## config.mk

```make
export PLATFORM = sky130hd
export DESIGN_NAME = qspi_flash_reader
export DESIGN_NICKNAME = d
export VERILOG_FILES = /design/src/rtl/qspi_flash_reader.sv
export SDC_FILE = /design/constraint.sdc
export NUM_CORES = 1
export LEC_CHECK = 0
export BUFFER_PORTS_ARGS = -buffer_cell sky130_fd_sc_hd__buf_2
export CAP_MARGIN = 20
export CORE_UTILIZATION = 58
export CTS_CLUSTER_SIZE = 24
export DETAILED_ROUTE_END_ITERATION = 12
export GPL_TIMING_DRIVEN = 0
export PLACE_DENSITY = 0.8
export SLEW_MARGIN = 20
export SYNTH_ARGS = -nofsm -noshare
export SYNTH_HDL_FRONTEND = slang
export SYNTH_SLANG_ARGS = --single-unit
```

## constraint.sdc

```tcl
create_clock -name clk_2x -period 4.8 [get_ports clk_2x]
set_clock_uncertainty 0.05 [all_clocks]
set_input_delay 0.72 -clock clk_2x [delete_from_list [all_inputs] [get_ports clk_2x]]
set_output_delay 0.72 -clock clk_2x [all_outputs]
set_load 0.03 [all_outputs]
```

## src/rtl/qspi_flash_reader.sv

```systemverilog
// ----------------------------------------------------------------------------
// qspi_flash_reader
//
// Quad-SPI flash read sequencer for the iCE40 flash SB_IO cells. After reset
// it sends the release-from-deep-power-down command (0xAB), waits, and then
// serves streaming read requests using Fast Read Quad I/O (0xEB). It drives
// the DDR clock pair, chip select, per-pin output enables and output nibbles,
// and assembles 32-bit little-endian words from the registered input nibble.
//
// Parameters
//   DUMMY_CYCLES   SCK cycles between the mode byte and the first data nibble
//   INPUT_LATENCY  clk_2x cycles from a data SCK cycle to its nibble on
//                  flash_out (pad output + input registers), must be >= 1
//   WAKE_DELAY     clk_2x cycles csn stays high after the wake command
//   CSN_HIGH_MIN   minimum clk_2x cycles csn stays high between transactions
//
// Ports
//   clk_2x         sole clock, rising edge
//   reset_n        asynchronous active-low reset
//   req_valid/req_ready/req_addr/req_words
//                  read request handshake; req_words = word count - 1
//   data_valid     one-cycle strobe, no back-pressure
//   data           read word, first byte read in [7:0]
//   busy           inverse of req_ready
//   flash_clk_ddr  [0] first half-cycle, [1] second; 2'b10 is one SCK pulse
//   flash_csn      flash chip select, active low
//   flash_in_en    per-IO output enable, 1 = pad drives
//   flash_in       nibble driven to the pads
//   flash_out      registered pad input nibble
// ----------------------------------------------------------------------------
module qspi_flash_reader #(
    parameter int unsigned DUMMY_CYCLES  = 4,
    parameter int unsigned INPUT_LATENCY = 2,
    parameter int unsigned WAKE_DELAY    = 64,
    parameter int unsigned CSN_HIGH_MIN  = 2
) (
    input  logic        clk_2x,
    input  logic        reset_n,
    input  logic        req_valid,
    output logic        req_ready,
    input  logic [23:0] req_addr,
    input  logic [7:0]  req_words,
    output logic        data_valid,
    output logic [31:0] data,
    output logic        busy,
    output logic [1:0]  flash_clk_ddr,
    output logic        flash_csn,
    output logic [3:0]  flash_in_en,
    output logic [3:0]  flash_in,
    input  logic [3:0]  flash_out
);

    typedef enum logic [3:0] {
        ST_WAKE_CMD,
        ST_WAKE_WAIT,
        ST_IDLE,
        ST_CMD,
        ST_ADDR,
        ST_MODE,
        ST_DUMMY,
        ST_DATA,
        ST_END
    } state_e;

    localparam logic [7:0] WAKE_BYTE = 8'hAB;
    localparam logic [7:0] READ_BYTE = 8'hEB;

    localparam logic [1:0] SCK_PULSE = 2'b10;
    localparam logic [1:0] SCK_IDLE  = 2'b00;

    // Single-bit phases drive IO0 and keep WP#/HOLD# (IO2/IO3) driven high.
    localparam logic [3:0] EN_SINGLE = 4'b1101;
    localparam logic [3:0] EN_QUAD   = 4'b1111;
    localparam logic [3:0] EN_NONE   = 4'b0000;

    localparam int unsigned CAP_STAGES = (INPUT_LATENCY == 0) ? 1 : INPUT_LATENCY;

    localparam logic [15:0] WAKE_LAST  = 16'((WAKE_DELAY > 0) ? WAKE_DELAY - 1 : 0);
    localparam logic [15:0] DUMMY_LAST = 16'((DUMMY_CYCLES > 0) ? DUMMY_CYCLES - 1 : 0);
    localparam logic [15:0] END_HOLD   = 16'((CSN_HIGH_MIN > 0) ? CSN_HIGH_MIN - 1 : 0);

    function automatic logic [3:0] single_io(input logic bit_val);
        return {2'b11, 1'b0, bit_val};
    endfunction

    // ------------------------------------------------------------------
    // Sequencer state and registered pad outputs
    // ------------------------------------------------------------------
    state_e      state_q;
    logic [15:0] cnt_q;        // SCK / wait counter within the current state
    logic [7:0]  sh_q;         // command byte shifter, MSB goes out next
    logic [23:0] addr_q;       // latched address, shifted out a nibble at a time
    logic [7:0]  words_q;      // remaining words minus 1
    logic        req_ready_q;
    logic        csn_q;
    logic [1:0]  sck_q;
    logic [3:0]  en_q;
    logic [3:0]  io_q;

    // ------------------------------------------------------------------
    // Capture pipeline and word assembly
    // ------------------------------------------------------------------
    logic [CAP_STAGES-1:0] cap_vld_q;
    logic [2:0]            cap_idx_q [CAP_STAGES];
    logic                  cap_fire;
    logic [2:0]            cap_sel;
    logic                  cap_last;
    logic [31:0]           asm_q;
    logic [31:0]           asm_d;
    logic [31:0]           data_q;
    logic                  data_valid_q;

    // Each state sets the pad outputs for the following cycle, so the ports
    // always show the phase recorded in state_q with no combinational path.
    // NOTE: sequential state uses non-blocking assignments only, so every
    // register sees the pre-edge value of every other register.
    always_ff @(posedge clk_2x or negedge reset_n) begin
        if (!reset_n) begin
            state_q     <= ST_WAKE_CMD;
            cnt_q       <= '0;
            sh_q        <= '0;
            addr_q      <= '0;
            words_q     <= '0;
            req_ready_q <= 1'b0;
            csn_q       <= 1'b1;
            sck_q       <= SCK_IDLE;
            en_q        <= EN_NONE;
            io_q        <= '0;
        end else begin
            case (state_q)
                ST_WAKE_CMD: begin
                    if (csn_q) begin
                        // First cycle after reset: open the wake command.
                        csn_q <= 1'b0;
                        sck_q <= SCK_PULSE;
                        en_q  <= EN_SINGLE;
                        io_q  <= single_io(WAKE_BYTE[7]);
                        sh_q  <= {WAKE_BYTE[6:0], 1'b0};
                        cnt_q <= '0;
                    end else if (cnt_q == 16'd7) begin
                        csn_q       <= 1'b1;
                        sck_q       <= SCK_IDLE;
                        en_q        <= EN_NONE;
                        io_q        <= '0;
                        cnt_q       <= '0;
                        state_q     <= (WAKE_DELAY == 0) ? ST_IDLE : ST_WAKE_WAIT;
                        req_ready_q <= (WAKE_DELAY == 0);
                    end else begin
                        io_q  <= single_io(sh_q[7]);
                        sh_q  <= {sh_q[6:0], 1'b0};
                        cnt_q <= cnt_q + 16'd1;
                    end
                end

                ST_WAKE_WAIT: begin
                    if (cnt_q == WAKE_LAST) begin
                        state_q     <= ST_IDLE;
                        req_ready_q <= 1'b1;
                        cnt_q       <= '0;
                    end else begin
                        cnt_q <= cnt_q + 16'd1;
                    end
                end

                ST_IDLE: begin
                    if (req_valid) begin
                        req_ready_q <= 1'b0;
                        addr_q      <= req_addr;
                        words_q     <= req_words;
                        csn_q       <= 1'b0;
                        sck_q       <= SCK_PULSE;
                        en_q        <= EN_SINGLE;
                        io_q        <= single_io(READ_BYTE[7]);
                        sh_q        <= {READ_BYTE[6:0], 1'b0};
                        cnt_q       <= '0;
                        state_q     <= ST_CMD;
                    end
                end

                ST_CMD: begin
                    if (cnt_q == 16'd7) begin
                        en_q    <= EN_QUAD;
                        io_q    <= addr_q[23:20];
                        addr_q  <= {addr_q[19:0], 4'h0};
                        cnt_q   <= '0;
                        state_q <= ST_ADDR;
                    end else begin
                        io_q  <= single_io(sh_q[7]);
                        sh_q  <= {sh_q[6:0], 1'b0};
                        cnt_q <= cnt_q + 16'd1;
                    end
                end

                ST_ADDR: begin
                    if (cnt_q == 16'd5) begin
                        // Mode nibbles of 0 keep the flash out of continuous-read mode.
                        io_q    <= 4'h0;
                        cnt_q   <= '0;
                        state_q <= ST_MODE;
                    end else begin
                        io_q   <= addr_q[23:20];
                        addr_q <= {addr_q[19:0], 4'h0};
                        cnt_q  <= cnt_q + 16'd1;
                    end
                end

                ST_MODE: begin
                    if (cnt_q == 16'd1) begin
                        en_q    <= EN_NONE;
                        io_q    <= 4'h0;
                        cnt_q   <= '0;
                        state_q <= (DUMMY_CYCLES == 0) ? ST_DATA : ST_DUMMY;
                    end else begin
                        cnt_q <= cnt_q + 16'd1;
                    end
                end

                ST_DUMMY: begin
                    if (cnt_q == DUMMY_LAST) begin
                        cnt_q   <= '0;
                        state_q <= ST_DATA;
                    end else begin
                        cnt_q <= cnt_q + 16'd1;
                    end
                end

                ST_DATA: begin
                    if (cnt_q == 16'd7) begin
                        cnt_q <= '0;
                        if (words_q == 8'd0) begin
                            csn_q   <= 1'b1;
                            sck_q   <= SCK_IDLE;
                            state_q <= ST_END;
                        end else begin
                            words_q <= words_q - 8'd1;
                        end
                    end else begin
                        cnt_q <= cnt_q + 16'd1;
                    end
                end

                ST_END: begin
                    // An empty capture pipeline means the last data_valid is
                    // on the port this cycle, so ready appears the cycle after.
                    if (cap_vld_q == '0 && cnt_q >= END_HOLD) begin
                        req_ready_q <= 1'b1;
                        cnt_q       <= '0;
                        state_q     <= ST_IDLE;
                    end else begin
                        cnt_q <= cnt_q + 16'd1;
                    end
                end

                default: begin
                    state_q     <= ST_WAKE_CMD;
                    cnt_q       <= '0;
                    req_ready_q <= 1'b0;
                    csn_q       <= 1'b1;
                    sck_q       <= SCK_IDLE;
                    en_q        <= EN_NONE;
                    io_q        <= '0;
                end
            endcase
        end
    end

    // The nibble index of each data SCK cycle travels down a delay line that
    // matches the pad register latency, so it arrives with its flash_out nibble.
    assign cap_fire = cap_vld_q[CAP_STAGES-1];
    assign cap_sel  = cap_idx_q[CAP_STAGES-1];
    assign cap_last = cap_fire && (cap_sel == 3'd7);

    // Nibble i belongs to byte i/2; even indices are the high nibble.
    // NOTE: asm_d is given its hold value first so no path leaves it
    // unassigned and no latch is inferred.
    always_comb begin
        asm_d = asm_q;
        if (cap_fire) begin
            asm_d[{cap_sel[2:1], ~cap_sel[0], 2'b00} +: 4] = flash_out;
        end
    end

    // NOTE: the capture delay line is cleared on reset as well, so a reset in
    // the middle of a word can never release a partial word afterwards.
    always_ff @(posedge clk_2x or negedge reset_n) begin
        if (!reset_n) begin
            cap_vld_q <= '0;
            for (int i = 0; i < CAP_STAGES; i++) begin
                cap_idx_q[i] <= '0;
            end
            asm_q        <= '0;
            data_q       <= '0;
            data_valid_q <= 1'b0;
        end else begin
            cap_vld_q[0] <= (state_q == ST_DATA);
            cap_idx_q[0] <= cnt_q[2:0];
            for (int i = 1; i < CAP_STAGES; i++) begin
                cap_vld_q[i] <= cap_vld_q[i-1];
                cap_idx_q[i] <= cap_idx_q[i-1];
            end
            asm_q        <= asm_d;
            data_valid_q <= cap_last;
            if (cap_last) begin
                data_q <= asm_d;
            end
        end
    end

    assign req_ready     = req_ready_q;
    assign busy          = ~req_ready_q;
    assign data_valid    = data_valid_q;
    assign data          = data_q;
    assign flash_clk_ddr = sck_q;
    assign flash_csn     = csn_q;
    assign flash_in_en   = en_q;
    assign flash_in      = io_q;

endmodule

```

# Word level (Yosys, flattened, before mapping)
# Index checks and enable logic that the tools add are counted.
# word_totals
output_inout_bits	46
inputBits	39
ff_bits	145
# op_classes
n_shift	2
eq_ne	28
muxes	63
bitwise	6
add_sub_neg	3
order_cmp	1
n_reduce_logical	22
# ops
operator	count
$mux W16	8
$pmux W16 S8	1
$mux W4	20
$mux W24	3
$pmux W24 S3	1
$mux W8	6
$pmux W4 S9	1
$bwmux W32	1
$eq A16 B3 Y1 const B	2
$mux W32	1
$shift A4 B7 Y32 const A	1
$shiftx A4 B7 Y32	1
$ne A2 B2 Y1 const B	13
$pmux W4 S6	1
$pmux W8 S3	1
$pmux W4 S5	1
$add A16 B1 Y16 const B	1
$eq A16 B1 Y1 const B	1
$eq A16 B2 Y1 const B	1
$eq A16 B6 Y1 const B	1
$eq A4 B3 Y1 const B	4
$ge A16 B1 Y1 const B	1
$pmux W8 S2	1
$reduce_and A4 Y1	3
28 further kinds	50

# Logic depth before layout (Yosys ltp)
# Gate-level depths: netlist of run 1.
# logic_depth
ltp_word	5
ltp_mapped	10
depth_no_buf	8

# Worst setup path after synthesis of run 1
# OpenSTA, ideal clock, no wires.
# synth_path
path_type	register to register
start	register cnt_q[6]
end	register state_q[0]
path_stages_with_launch	10
arrival_ns	3.393
path_buffers	3
t_required_ns	4.625
path_slack_ns	1.231
cell_sequence	dfrtp_1 -> buf_6 -> or4_4 -> or4_1 -> buf_2 -> o31a_1 -> or4_1 -> buf_2 -> or4_4 -> mux2_4
# synth_between
elab_chain_cells	4
word_cells_on_any_way	16
cone_classes	1 x order compare; 13 x eq/ne; 2 x reduce/logical
# synth_rtl
element	line	text
start: declaration	90	logic [15:0] cnt_q;
start signal: assignment	151	cnt_q <= cnt_q + 16'd1;
start signal: assignment	161	cnt_q <= cnt_q + 16'd1;
start signal: assignment	190	cnt_q <= cnt_q + 16'd1;
$ge A16 B1 Y1	245	if (cap_vld_q == '0 && cnt_q >= END_HOLD) begin
$logic_and A1 B1 Y1	245	
$ne A2 B2 Y1 (no line)	-	
$reduce_and A11 Y1 (no line) (*)	-	
end signal: assignment	146	state_q <= (WAKE_DELAY == 0) ? ST_IDLE : ST_WAKE_WAIT;
end signal: assignment	212	state_q <= (DUMMY_CYCLES == 0) ? ST_DATA : ST_DUMMY;
end: declaration	89	state_e state_q;
# Mark *: on every way between the ends. The rest lies on a longest branch, timed or not.
# A chain may end at the register's enable or synchronous reset.

# Worst setup path in the final report of run 1
# Ends and elaborated chain as after synthesis.

==> results.md, run 1 <==
- Result of the run: finished clean
- Last weighted congestion value of the routability-driven placer: 0.936
- Share of final-layout standard cells stronger than drive strength 1: 0.210
- Main combinational cell family by area after synthesis: simple AND/OR/NAND/NOR gates
- Area of the placeable core: 0.0109 mm^2
- Worst-margin pin slew: roughly 950 ps
- Clock slew seen by the registers of the worst setup and hold paths: 60 ps
- Clock tree root buffer cell: clkbuf_16
- Number of antenna-violating nets in the routed design: 0
- Die extent in y: 109 um
- Average cell area after synthesis: approximately 9.7 um^2
- Die width: 109 um
- Synth Area in Compound Gates: 0.108
- Detailed placement HPWL: 10,200 um
- Post-route clock period utilization: 0.785
- Total global-route track usage: 0.268
- Number of enable flip-flop cells after synthesis: 0
- Met2 demand-to-capacity share in global routing: 0.445
- Vias per Instance: approximately 5.8
- Final design area excluding fillers: just under 0.008 mm^2
- Maximum Capacitance Violations: 0
- Cell leakage power: about 3.5 nW
- Sequential cell area fraction in the yosys report: 0.540
- Count of filler cells inserted in the layout: about 800
- Clk sinks: 142
- Via count of the first global-routing pass: 5,310
- Max transition margin: 0.361
- Busiest layer in global routing: met2
- Flop-to-flop setup slack: 1030 ps
- FMAX: 0.265 GHz
- Detailed router's first-iteration violation count: 365
- CP Data Arrival Time: 4020 ps
- Global-route met1 utilization: 0.339
- Number of nets at the end of the flow: 828
- Max FO, Critical Path: 9
- Setup repair after global routing missed its margin: no
- Most used flip-flop cell after synthesis: dfrtp_1
- Crit. End Element: flop
- Die ar.: 0.0118 mm^2
- Crit Path Category: reg2reg
- Reg2Reg Launch Point: cnt_q[6]$_DFFE_PN0N_
- Area taken by flip-flops and latches: 0.00355 mm^2
- Total Wirelength: 14,500 um
- Total power divided by cell area: 328 mW/mm^2
- Post-synthesis cell type count: 56
- Xor/xnor cell area share of the yosys netlist: 0.00665
- Largest net degree at the start of global routing: 103
- Number of vias after detailed routing: 5,380
- Count of input and output buffers: 83
- Ant. Diodes: 0
- Post-CTS setup-driven buffer insertion count: 0
- Min Clock Period, post-route: 3770 ps
- Clock tree from TritonCTS: built
- Number of buffers created by CTS: 17
- Startpoint Class: flop
- Number of gates resized after cts: 0
- Floorplan row count: 38
- Register bit count reported by yosys: 142
- Syn_nets: 725
- Number of remaining DRC errors: 0
- Starting density of the core: 0.602
- Most common cell after layout, fill and taps aside: nand2_1
- DR WL/cell: 15.6 um
- Number of cells produced by synthesis: 678
- Global-route wire length before repair: roughly 24,000 um
- Leading cell types in the layout, fill and taps excluded: nand2_1 (169), dfrtp_1 (141), buf_2 (84)
- Top-level I/O count: 85
- Clock Tree Buf Depth: 2
- Syn Std Cell Area: roughly 0.0066 mm^2
- Setup crit start: cnt_q[6]$_DFFE_PN0N_
- Hold/Removal Path Class: in2async
- Area of the multi-input gates: 0.00281 mm^2
- # hold bufs at CTS: 0
- Grt ovf: 0
- Sum Neg Setup Slack: 0 ps
- Synth Warn #: 0
- Number of failing setup endpoints in the final timing report: 0
- FFs w/ async S/R, synth: 1.00
- Adder-cell area share of the yosys netlist: 0.0152
- Layout overhead on the synthesized area: 18.4%
- Number of antenna violations at the first check in global routing: 0
- Req. time, crit path: just over 5000 ps
- Maximum vdd drop: 0.236 mV
- Final number of hold-violating endpoints: 0
- Simple logic cell fraction of the synthesized area: 0.193
- Post-DP Area: 0.00721 mm^2
- Number of levels in the clock H-tree: 4
- Share of cell area taken by muxes after synthesis: 0.103
- Count of pins over their slew limit: 0
- Clk_lat worst skew: 420 ps
- Global routing met3 resource utilization: 0.0536
- Initial DRT Pass Iterations: 5
==> cells by family (layout without fill, tap and decap cells) <==
kind of cell / Yosys count / after routing
other cells: 1 / 1
mux: 63 / 63
fa+ha+maj: 8 / 8
simple gates: 286 / 286
buf+inv: 53 / 169
flops: 142 / 142
compound gates: 120 / 120
xor+xnor: 5 / 5
==> registers in the layout (all words and copies together) (netlist names), 2 cells and up <==
| signal | count |
|---|---|
| asm_q | 32 |
| data | 32 |
| addr_q | 24 |
| cnt_q | 16 |
| sh_q | 8 |
| words_q | 8 |
| flash_in | 4 |
| state_q | 4 |
| cap_idx_q | 3 |
| cap_sel | 3 |
| cap_vld_q | 2 |
| flash_in_en | 2 |
==> final timing paths <==
check / endpoint / cells after the start
max reg2reg: state_q[0]$_DFFE_PN0P_ / 9
min: data[8]$_DFFE_PN0P_ / 1
min reg2reg: cap_sel[0]$_DFF_PN0_ / 0
max: state_q[0]$_DFFE_PN0P_ / 9
max in group asynchronous: flash_csn$_DFFE_PN1P_ / 2
min in group clk_2x: cap_sel[0]$_DFF_PN0_ / 0
==> routing by layer <==
| metal | part of all wire | vias up |
|---|---|---|
| met5 | 0 | - |
| met4 | 0.026 | 0 |
| met3 | 0.048 | 38 |
| met2 | 0.49 | 178 |
| met1 | 0.43 | 2628 |
| li1 | - | 2536 |
==> report_power, final <==
part | internal [mW] | switching, mW | leakage (nW)
Sequential | 1.21 | 0.00207 | 1.69
Combinational | 0.0230 | 0.0381 | 1.56
Clock | 0.779 | 0.510 | 0.280
==> through the flow <==
step                      total power [mW]  std cells  utilization  hold WS (ps)  setup WS [ps]
final                                 2.56        934        0.713           127           1030
after floorplan                       1.24        678            -           281           1230
after CTS                             2.57        934        0.713           123           1040
after detailed placement              1.29        902        0.660           296           1050
after global routing                  2.63        934        0.713           136            899
after global placement                1.29        901        0.656           286           1100
==> synthesized netlist by cell type, types with 4 or more instances <==
cell type,instances,share of area
a21oi_1,21,0.016
a22oi_1,4,0.0046
buf_1,4,0.0023
clkbuf_1,25,0.014
dfrtp_1,141,0.54
ha_1,8,0.015
inv_1,18,0.010
mux2_2,35,0.060
mux2i_1,27,0.041
nand2_1,169,0.096
nand3_1,8,0.0061
nand4_1,5,0.0047
nor2_1,40,0.023
nor2b_1,8,0.0076
nor3_1,22,0.017
nor3b_1,4,0.0046
nor4_1,4,0.0038
o211ai_1,4,0.0046
o21ai_0,56,0.043
o21ai_1,4,0.0030
o22ai_1,5,0.0047
o31ai_1,4,0.0046
or4_1,4,0.0046
xor2_1,4,0.0053
==> cell type report <==
class,count,area share
Tap cell,140,0.0225
Buffer,35,0.0196
Timing Repair Buffer,84,0.0581
Inverter,18,0.00867
Sequential cell,142,0.456
Clock inverter,13,0.0177
Clock buffer,19,0.0568
Multi-Input combinational cell,483,0.361
==> critical path: stages (launching register included) <==
cell and delay (ps):
dfrtp_1 370, buf_6 130, or4_4 530, or4_1 460
buf_2 190, o31a_1 310, or4_1 520, buf_2 180
or4_4 570, mux2_4 320
Power figures use the tool's default switching activity.
==> run 2, diff against run 1 <==
Settings changed: CORE_UTILIZATION 58 to 52, PLACE_DENSITY 0.8 to 0.76.
Clock period 4.8 ns to 3.2 ns, I/O delays scaled along.
==> run 2 against run 1 <==
  * Setup slack got worse by 1200 ps
  * Core utilization down 5.6 points
  * The flow now finishes with violations (setup timing)
  * First-iteration DRC count shrank 22%
  * Clock power rose by 46%
  * Maximum frequency up 13%
  * Non-clock buffer count is 11 higher
  * Design area is 2.4% higher
  * Worst hold slack gained 120 ps
  * Via count fell by 0.50%
  * Wire length increased by 0.85%
  * Sequential cell count stayed put
  * Global-route usage decreased by 2.6 points
==> results.md, run 2 (synthesis results as in run 1) <==
- Result of the run: finished with violations
- Violated checks: setup timing
- Max transition margin: 0.453
- Setup repair after global routing missed its margin: yes
- Clock tree from TritonCTS: built
- Maximum Capacitance Violations: 0
- Worst slack at placement: -424 ps
- Number of antenna violations at the first check in global routing: 0
- Via count of the first global-routing pass: approximately 5,200
- Final number of hold-violating endpoints: 0
- Clock Tree Buf Depth: 2
- Hold/Removal Path Class: in2reg
- Detailed placement HPWL: about 10,000 um
- Area of the placeable core: 0.0122 mm^2
- Number of antenna-violating nets in the routed design: 0
- Detailed router's first-iteration violation count: 285
- Global-route wire length before repair: between 20,000 and 25,000 um
- Share of final-layout standard cells stronger than drive strength 1: 0.237
- Ant. Diodes: 0
- Count of input and output buffers: 83
- Starting density of the core: 0.542
- Area of the multi-input gates: slightly below 0.003 mm^2
- Total global-route track usage: 0.242
- Hold Path Stages: 3
- Grt ovf: 0
- Initial DRT Pass Iterations: 6
- Most common cell after layout, fill and taps aside: nand2_1
- Last weighted congestion value of the routability-driven placer: ~0.90
- Area taken by flip-flops and latches: 0.00356 mm^2
- Number of buffers created by CTS: 17
- Top-level I/O count: 85
- DR WL/cell: 15.1 um
- Floorplan row count: 40
- Number of levels in the clock H-tree: 4
- Worst-margin pin slew: 813 ps
- Clock tree root buffer cell: clkbuf_16
- Max FO, Critical Path: 7
- Leading cell types in the layout, fill and taps excluded: nand2_1 (169), dfrtp_1 (138), buf_2 (83)
- CP Data Arrival Time: roughly 3600 ps
- Min Clock Period, post-route: roughly 3300 ps
- Crit. End Element: flop
- Largest net degree at the start of global routing: 103
- Startpoint Class: flop
- Count of filler cells inserted in the layout: around 990
- Number of vias after detailed routing: between 5,000 and 6,000
- Reg2Reg Depth: 6
- Vias per Instance: 5.50
- Clk sinks: 142
- Cell leakage power: approximately 3.6 nW
- Clock slew seen by the registers of the worst setup and hold paths: 60 ps
- Total Wirelength: 14,700 um
- Die ar.: about 0.013 mm^2
- Maximum vdd drop: roughly 0.32 mV
- Clk_lat worst skew: 420 ps
- FMAX: 0.300 GHz
- Layout overhead on the synthesized area: 21.2%
- Die extent in y: 115 um
- Post-route clock period utilization: 1.04
- Total power divided by cell area: 474 mW/mm^2
- Number of remaining DRC errors: 0
- Req. time, crit path: 3460 ps
- Number of failing setup endpoints in the final timing report: 3
- Die width: between 100 and 150 um
- Count of pins over their slew limit: 0
- Final core utilization: 0.656
- Crit Path Category: reg2reg
- Number of nets at the end of the flow: 839
- Worst path setup slack after routing: -130 ps
==> run 2: cell count changes in the layout (fill, tap and decap cells not counted), sizes merged <==
cell and delta:
buf +11, clkbuf +2, clkinv -1, dlygate4sd3 +1, inv -2
==> run 2: layout make-up <==
cell class | count | share of cell area
multi-input combinational | 483 | 0.361
buffer | 33 | 0.0188
clock buffer | 22 | 0.0556
clock inverter | 10 | 0.0144
timing repair buffer | 97 | 0.0693
tap | 168 | 0.0263
inverter | 18 | 0.00846
sequential | 142 | 0.446
==> run 2: stage by stage <==
stage | std cells | hold WS [ps] | area [um^2] | setup TNS [ps] | power [mW]
after global routing | 973 | 258 | 7980 | -534 | 3.90
after detailed placement | 930 | 285 | 7270 | -9370 | 1.94
after global placement | 929 | 282 | 7230 | -39640 | 1.93
after floorplan | 678 | 134 | 6610 | -613 | 1.86
after CTS | 969 | 235 | 7910 | -768 | 3.81
final | 973 | 246 | 7980 | -348 | 3.78
==> run 2: final timing paths <==
path	from	slack, ps	end
worst max-delay path	cnt_q[7]$_DFFE_PN0N_	-130	state_q[0]$_DFFE_PN0P_
worst min-delay path	req_addr[0]	250	addr_q[0]$_DFFE_PN0P_
worst max register to register	cnt_q[7]$_DFFE_PN0N_	-130	state_q[0]$_DFFE_PN0P_
worst min register to register	cap_idx_q[4]$_DFF_PN0_	290	cap_sel[1]$_DFF_PN0_
max in group asynchronous	reset_n	1820	flash_in[1]$_DFFE_PN0P_
min in group asynchronous	reset_n	480	data[2]$_DFFE_PN0P_
==> run 2: repair_timing <==
action | in CTS | in global routing
setup endpoints to repair | 41 | 41
hold buffers | 1 | 0
pin swaps | 1 | 3
endpoints found under the hold margin | 40 | 0
resized for setup | 9 | 18
setup buffers | 7 | 5
==> run 2: power by group <==
| group | internal [mW] | switching [mW] |
|---|---|---|
| logic | 0.0352 | 0.0581 |
| clock network | 1.14 | 0.735 |
| registers | 1.81 | 0.00307 |
| total | 2.99 | 0.796 |
==> run 2: worst max-delay path, stage by stage, from the launching register on <==
cell     delay (ps)
dfrtp_2         410
or4_4           540
or4_4           560
o311a_1         310
or4_4           590
or4_4           470
mux2_4          310
==> run 2: routing by layer <==
metal | global-route usage | share of wire
met5 | 0 | 0
met4 | 0.104 | 0.020
met3 | 0.0540 | 0.043
met2 | 0.405 | 0.51
met1 | 0.302 | 0.43
